==> config.mk <==
export PLATFORM = sky130hd
export DESIGN_NAME = conv2d_rail_sequencer
export DESIGN_NICKNAME = d
export VERILOG_FILES = /design/src/rtl/conv2d_rail_sequencer_pkg.sv /design/src/rtl/conv2d_rail_sequencer_rail_sync_detect.sv /design/src/rtl/conv2d_rail_sequencer.sv
export SDC_FILE = /design/constraint.sdc
export NUM_CORES = 1
export LEC_CHECK = 0
export ABC_CLOCK_PERIOD_IN_PS = 3600
export CORE_ASPECT_RATIO = 0.75
export CORE_UTILIZATION = 47
export CTS_CLUSTER_SIZE = 24
export DETAILED_ROUTE_END_ITERATION = 6
export MAX_ROUTING_LAYER = met4
export PLACE_DENSITY = 0.81
export SYNTH_ARGS = -nofsm -noshare
export SYNTH_HDL_FRONTEND = slang
export SYNTH_HIERARCHICAL = 1
export SYNTH_SLANG_ARGS = --single-unit
==> constraint.sdc <==
create_clock -name clk -period 3.6 [get_ports clk]
set_clock_uncertainty 0.15 [all_clocks]
set_input_delay 0.36 -clock clk [delete_from_list [all_inputs] [get_ports clk]]
set_output_delay 0.36 -clock clk [all_outputs]
set_load 0.03 [all_outputs]
==> src/rtl/conv2d_rail_sequencer_pkg.sv <==
// Shared sizing, state encoding and error codes for the conv2d dual-rail sequencer.
package conv2d_rail_sequencer_pkg;

  localparam int BIT_DATA_DEF = 8;
  localparam int KSIZE_DEF    = 9;
  localparam int BIT_Y_DEF    = 2 * BIT_DATA_DEF + $clog2(KSIZE_DEF - 1);
  localparam int TIMEOUT_DEF  = 1023;

  typedef enum logic [2:0] {
    IDLE,
    SEND,
    RTZ_IN,
    WAIT_Y,
    ACK,
    RTZ_OUT,
    HOLD,
    ERR
  } state_t;

  localparam logic [1:0] ERR_NONE    = 2'b00;
  localparam logic [1:0] ERR_TIMEOUT = 2'b01;
  localparam logic [1:0] ERR_ILLEGAL = 2'b10;

endpackage

==> src/rtl/conv2d_rail_sequencer_rail_sync_detect.sv <==
// Two-flop synchroniser for a dual-rail bus with completion, spacer and
// illegal-code detection; completion and spacer need two matching samples.
module rail_sync_detect #(
  parameter int W = 19
) (
  input  logic         clk,
  input  logic         reset,
  input  logic [W-1:0] t,
  input  logic [W-1:0] f,
  output logic [W-1:0] sync_t,
  output logic         complete,
  output logic         spacer,
  output logic         illegal
);

  logic [W-1:0] t_meta, f_meta, t_sync, f_sync, t_prev, f_prev;

  // NOTE: these flops are reset so rails left over from before a reset can
  // never masquerade as a stable completion or spacer afterwards.
  always_ff @(posedge clk) begin
    if (reset) begin
      t_meta <= '0;
      f_meta <= '0;
      t_sync <= '0;
      f_sync <= '0;
      t_prev <= '0;
      f_prev <= '0;
    end else begin
      t_meta <= t;
      f_meta <= f;
      t_sync <= t_meta;
      f_sync <= f_meta;
      t_prev <= t_sync;
      f_prev <= f_sync;
    end
  end

  assign sync_t   = t_sync;
  assign complete = (&(t_sync ^ f_sync)) && (t_sync == t_prev) && (f_sync == f_prev);
  assign spacer   = ~|{t_sync, f_sync, t_prev, f_prev};
  assign illegal  = |(t_sync & f_sync);

endmodule

==> src/rtl/conv2d_rail_sequencer.sv <==
// Clocked valid/ready front end that drives one asynchronous dual-rail
// kernel_conv2d through its 4-phase input and output handshakes.
module conv2d_rail_sequencer
  import conv2d_rail_sequencer_pkg::*;
#(
  parameter int BIT_DATA = BIT_DATA_DEF,
  parameter int KSIZE    = KSIZE_DEF,
  parameter int BIT_Y    = 2 * BIT_DATA + $clog2(KSIZE - 1),
  parameter int TIMEOUT  = TIMEOUT_DEF
) (
  input  logic                      clk,
  input  logic                      reset,
  input  logic                      in_valid,
  output logic                      in_ready,
  input  logic [KSIZE*BIT_DATA-1:0] x,
  input  logic [KSIZE*BIT_DATA-1:0] w,
  output logic [KSIZE*BIT_DATA-1:0] k_xt,
  output logic [KSIZE*BIT_DATA-1:0] k_xf,
  output logic [KSIZE*BIT_DATA-1:0] k_w,
  input  logic                      k_ack_prev,
  input  logic [BIT_Y-1:0]          k_yt,
  input  logic [BIT_Y-1:0]          k_yf,
  output logic                      k_ack_nxt,
  output logic                      out_valid,
  input  logic                      out_ready,
  output logic signed [BIT_Y-1:0]   y,
  output logic                      y_neg,
  output logic                      err,
  output logic [1:0]                err_code
);

  localparam int TW = $clog2(TIMEOUT + 1);

  state_t         state;
  logic [TW-1:0]  timer;
  logic           ack_meta, ack_sync;
  logic [BIT_Y-1:0] y_sync;
  logic           y_complete, y_spacer, y_illegal;
  logic           counting, timeout_hit, illegal_hit;

  rail_sync_detect #(.W(BIT_Y)) u_y_sync (
    .clk      (clk),
    .reset    (reset),
    .t        (k_yt),
    .f        (k_yf),
    .sync_t   (y_sync),
    .complete (y_complete),
    .spacer   (y_spacer),
    .illegal  (y_illegal)
  );

  assign counting    = state inside {SEND, RTZ_IN, WAIT_Y, ACK};
  assign timeout_hit = counting && (timer == TW'(TIMEOUT));
  assign illegal_hit = (state == WAIT_Y || state == ACK) && y_illegal;

  // NOTE: all state and outputs update with non-blocking assignments so every
  // branch below reads the values from before this clock edge.
  always_ff @(posedge clk) begin
    if (reset) begin
      state     <= IDLE;
      timer     <= '0;
      ack_meta  <= 1'b0;
      ack_sync  <= 1'b0;
      in_ready  <= 1'b0;
      k_xt      <= '0;
      k_xf      <= '0;
      k_w       <= '0;
      k_ack_nxt <= 1'b0;
      out_valid <= 1'b0;
      y         <= '0;
      y_neg     <= 1'b0;
      err       <= 1'b0;
      err_code  <= ERR_NONE;
    end else begin
      ack_meta <= k_ack_prev;
      ack_sync <= ack_meta;
      // Timer returns to zero on any state change; only waiting states count.
      timer    <= '0;
      if (illegal_hit || timeout_hit) begin
        state     <= ERR;
        err       <= 1'b1;
        err_code  <= (illegal_hit ? ERR_ILLEGAL : ERR_NONE) |
                     (timeout_hit ? ERR_TIMEOUT : ERR_NONE);
        in_ready  <= 1'b0;
        k_xt      <= '0;
        k_xf      <= '0;
        k_w       <= '0;
        k_ack_nxt <= 1'b0;
        out_valid <= 1'b0;
      end else begin
        case (state)
          IDLE: begin
            if (in_ready && in_valid) begin
              in_ready <= 1'b0;
              k_xt     <= x;
              k_xf     <= ~x;
              k_w      <= w;
              state    <= SEND;
            end else begin
              in_ready <= 1'b1;
            end
          end
          SEND: begin
            if (ack_sync) begin
              k_xt  <= '0;
              k_xf  <= '0;
              state <= RTZ_IN;
            end else begin
              timer <= timer + TW'(1);
            end
          end
          RTZ_IN: begin
            if (!ack_sync) state <= WAIT_Y;
            else           timer <= timer + TW'(1);
          end
          WAIT_Y: begin
            if (y_complete) begin
              y         <= y_sync;
              y_neg     <= y_sync[BIT_Y-1];
              k_ack_nxt <= 1'b1;
              state     <= ACK;
            end else begin
              timer <= timer + TW'(1);
            end
          end
          ACK: begin
            if (y_spacer) begin
              k_ack_nxt <= 1'b0;
              state     <= RTZ_OUT;
            end else begin
              timer <= timer + TW'(1);
            end
          end
          RTZ_OUT: begin
            out_valid <= 1'b1;
            state     <= HOLD;
          end
          HOLD: begin
            if (out_ready) begin
              out_valid <= 1'b0;
              state     <= IDLE;
            end
          end
          default: state <= ERR;
        endcase
      end
    end
  end

endmodule
==> run metrics <==
WS Path Type=flip-flop to flip-flop; PnR worst setup slack=0.184 ns; maximum clock rate=293 MHz; Area contributors post-synth=dfxtp_1 54%, nand2_1 6.2%, nor2b_1 5.3%; initial antenna violation count=6; Synth cell types=47; Final Hold Fails=0; fin nets=2,007; Synth Flop Type=dfxtp_1; Area Growth Syn to Fin=42.5%; period utilization=0.949; DIE AREA=29,800 µm²; DP HPWL=29,400 µm; R2R Setup Slk=0.18 ns; Hold Buf Count CTS=0; First-pass DRT Iterations=5; LEAKAGE=7.47 nW; initial core utilization=0.483; Fin Setup TNS=0 ns; vias per cell=5.14; clk buf depth=3; Placer Congestion=0.895; H-Tree Depth=2; Total Wirelength=41,700 µm; CTS Sinks=370; origin of the critical flop-to-flop path=u_y_sync/sync_t[4]; Slew headroom=0.438; fin util=0.689; largest net degree at the start of global routing=161; Die Span X=199 µm; clock transition at the registers of the reported paths=0.07 ns; reg2reg end=k_w[24]; crit path capture=k_w[24]; Core Box Area=28,300 µm²; Worst EP arrival=3.70 ns; Register Area=7410 µm²; RSZ-0062 raised after global routing=no; Worst EP required=3.89 ns; number of fill cells=2,139; Mapped Nets=1,622; 1st-iter DRT viols=635; synthesized area=13,700 µm²; aggregate global-route resource usage=0.273; Worst Reg-to-Reg Cells=9; later-pin clock latency in the skew report=0.53 ns; post-layout min period=3.42 ns; max-slew violations=0; drc violations=0; Rows=53; chip height=150 µm; Max Cap Viol=0; CTS root buffer=clkbuf_16; first-pass GRT wire length=61,000 µm; GRT overflow=0; outcome=complete, no violations; IO Count=429; Syn. warnings=6; final setup violation count=0; ANT nets after route=0; worst-path maximum fanout=155; worst slew pin tran=0.844 ns; cells after synthesis=1,415; Seq cells post-synth=370; CTS tree=done; Crit. End Element=flip-flop; EDFF count, synth=0; Crit. Startpoint=u_y_sync/sync_t[4]; share of layout cells above drive strength 1=0.0953; area leader, netlist=dfxtp_1; via count=11,400; TritonCTS Buffers=37; Async S/R FF share, synth=0; # port buffers=428; Power Total=9.90 mW; pre-CTS setup slack=0.139 ns; PwrDens=508 nW/µm²; Mean Syn Cell Area=9.67 µm²; DR WL/cell=18.8 µm; Seq/Total Area, Yosys=0.541; peak supply drop=373 µV; vias in the first global route=11,000; Worst Hold Class=primary input to flip-flop; Multi-input gate area=5810 µm²; Startpoint Class=flip-flop; post-synth top area share=0.541
==> cells in the mapped netlist, types with 6 or more instances <==
cell / number
xor2_1: 35
mux2_4: 43
nor2b_1: 116
nor2_2: 40
dfxtp_1: 370
mux2i_1: 20
a21oi_1: 110
a22oi_1: 46
nand3_1: 33
buf_1: 8
nand2_1: 226
xnor2_1: 11
nand2b_1: 40
buf_2: 39
nor2_1: 94
buf_6: 6
ha_1: 20
clkbuf_1: 43
nor4_1: 34
nand4_1: 14
a2bb2oi_1: 27
==> worst max-delay path, stage by stage (launching register included) <==
cell,delay [ns]
dfxtp_1,0.40
ha_1,0.24
nor4_1,0.45
nand4_1,0.16
or4_1,0.51
and4b_1,0.27
a311oi_2,0.36
nand2_4,0.11
buf_12,0.28
a21oi_1,0.28
==> metal layers <==
layer | track usage | vias up | routed length [µm]
li1 | - | 5504 | -
met1 | 0.318 | 5405 | 16900
met2 | 0.446 | 400 | 20100
met3 | 0.0748 | 98 | 3300
met4 | 0.107 | 0 | 1440
met5 | - | - | 0
==> registers in the layout, indices dropped and copies added, names as in the netlist <==
register / flops
y: 19
u_y_sync/t_prev: 19
ack_meta: 1
ack_sync: 1
out_valid: 1
u_y_sync/f_prev: 19
err_code: 2
state: 3
k_ack_nxt: 1
k_xt: 72
in_ready: 1
err: 1
u_y_sync/f_meta: 19
u_y_sync/f_sync: 19
k_xf: 72
u_y_sync/sync_t: 19
u_y_sync/t_meta: 19
k_w: 72
timer: 10
==> layout by cell type (no fill, tap or decap), types with 35 or more instances in the layout <==
| cell type | n |
|---|---|
| nand2_1 | 225 |
| clkbuf_16 | 38 |
| xor2_1 | 35 |
| nand2b_1 | 40 |
| nor2_1 | 94 |
| nor2_2 | 40 |
| a21oi_1 | 110 |
| mux2_4 | 43 |
| nor2b_1 | 116 |
| clkdlybuf4s50_1 | 427 |
| a22oi_1 | 46 |
| dfxtp_1 | 370 |
==> area by class of cell <==
cell class,count,area share
diodes,7,0.000898
clock buffers,51,0.0569
clock inverters,14,0.00821
inverters,3,0.000578
multi-input cells,943,0.298
flip-flops and latches,370,0.380
well taps,385,0.0247
repair buffers,445,0.231
==> worst min path at each step <==
stage / end / cells past startpoint / slack [ns] / start
2_1_floorplan: ack_sync / 1 / 0.26 / ack_meta
3_3_place_gp: u_y_sync/sync_t[0] / 1 / 0.27 / u_y_sync/t_meta[0]
3_5_place_dp: u_y_sync/f_sync[5] / 1 / 0.27 / u_y_sync/f_meta[5]
4_1_cts: k_w[5] / 3 / 0.20 / w[5]
5_1_grt: k_w[29] / 3 / 0.22 / w[29]
6_report: k_w[57] / 3 / 0.23 / w[57]
==> per-stage QoR <==
stage | std cells | hold WS [ns] | area, µm²
2_1_floorplan | 1415 | 0.264 | 13700
3_3_place_gp | 2146 | 0.270 | 18200
3_5_place_dp | 2146 | 0.275 | 18200
4_1_cts | 2211 | 0.204 | 19500
5_1_grt | 2217 | 0.220 | 19500
6_report | 2218 | 0.227 | 19500
==> cells by family (layout without fill, tap and decap cells) <==
logic type | Yosys count | after routing | synth area share
muxes | 65 | 65 | 0.0635
buffers and inverters | 102 | 513 | 0.0357
and+or+nand+nor | 616 | 616 | 0.222
other | 0 | 7 | 0
adders and majority gates | 20 | 20 | 0.0183
AOI/OAI and AO/OA | 196 | 196 | 0.0896
xor gates and xnor gates | 46 | 46 | 0.0294
DFF | 370 | 370 | 0.541
==> where the power goes <==
group / switching [mW] / internal, mW / total (mW)
logic: 0.813 / 0.703 / 1.52
clock network: 1.59 / 2.37 / 3.96
registers: 0.127 / 4.29 / 4.42
==> repair_timing <==
action	in CTS	in global routing
endpoints found under the setup margin	0	13
setup buffers	0	0
gates resized for setup	0	1
No activity file was read; power rests on OpenSTA's default activity.
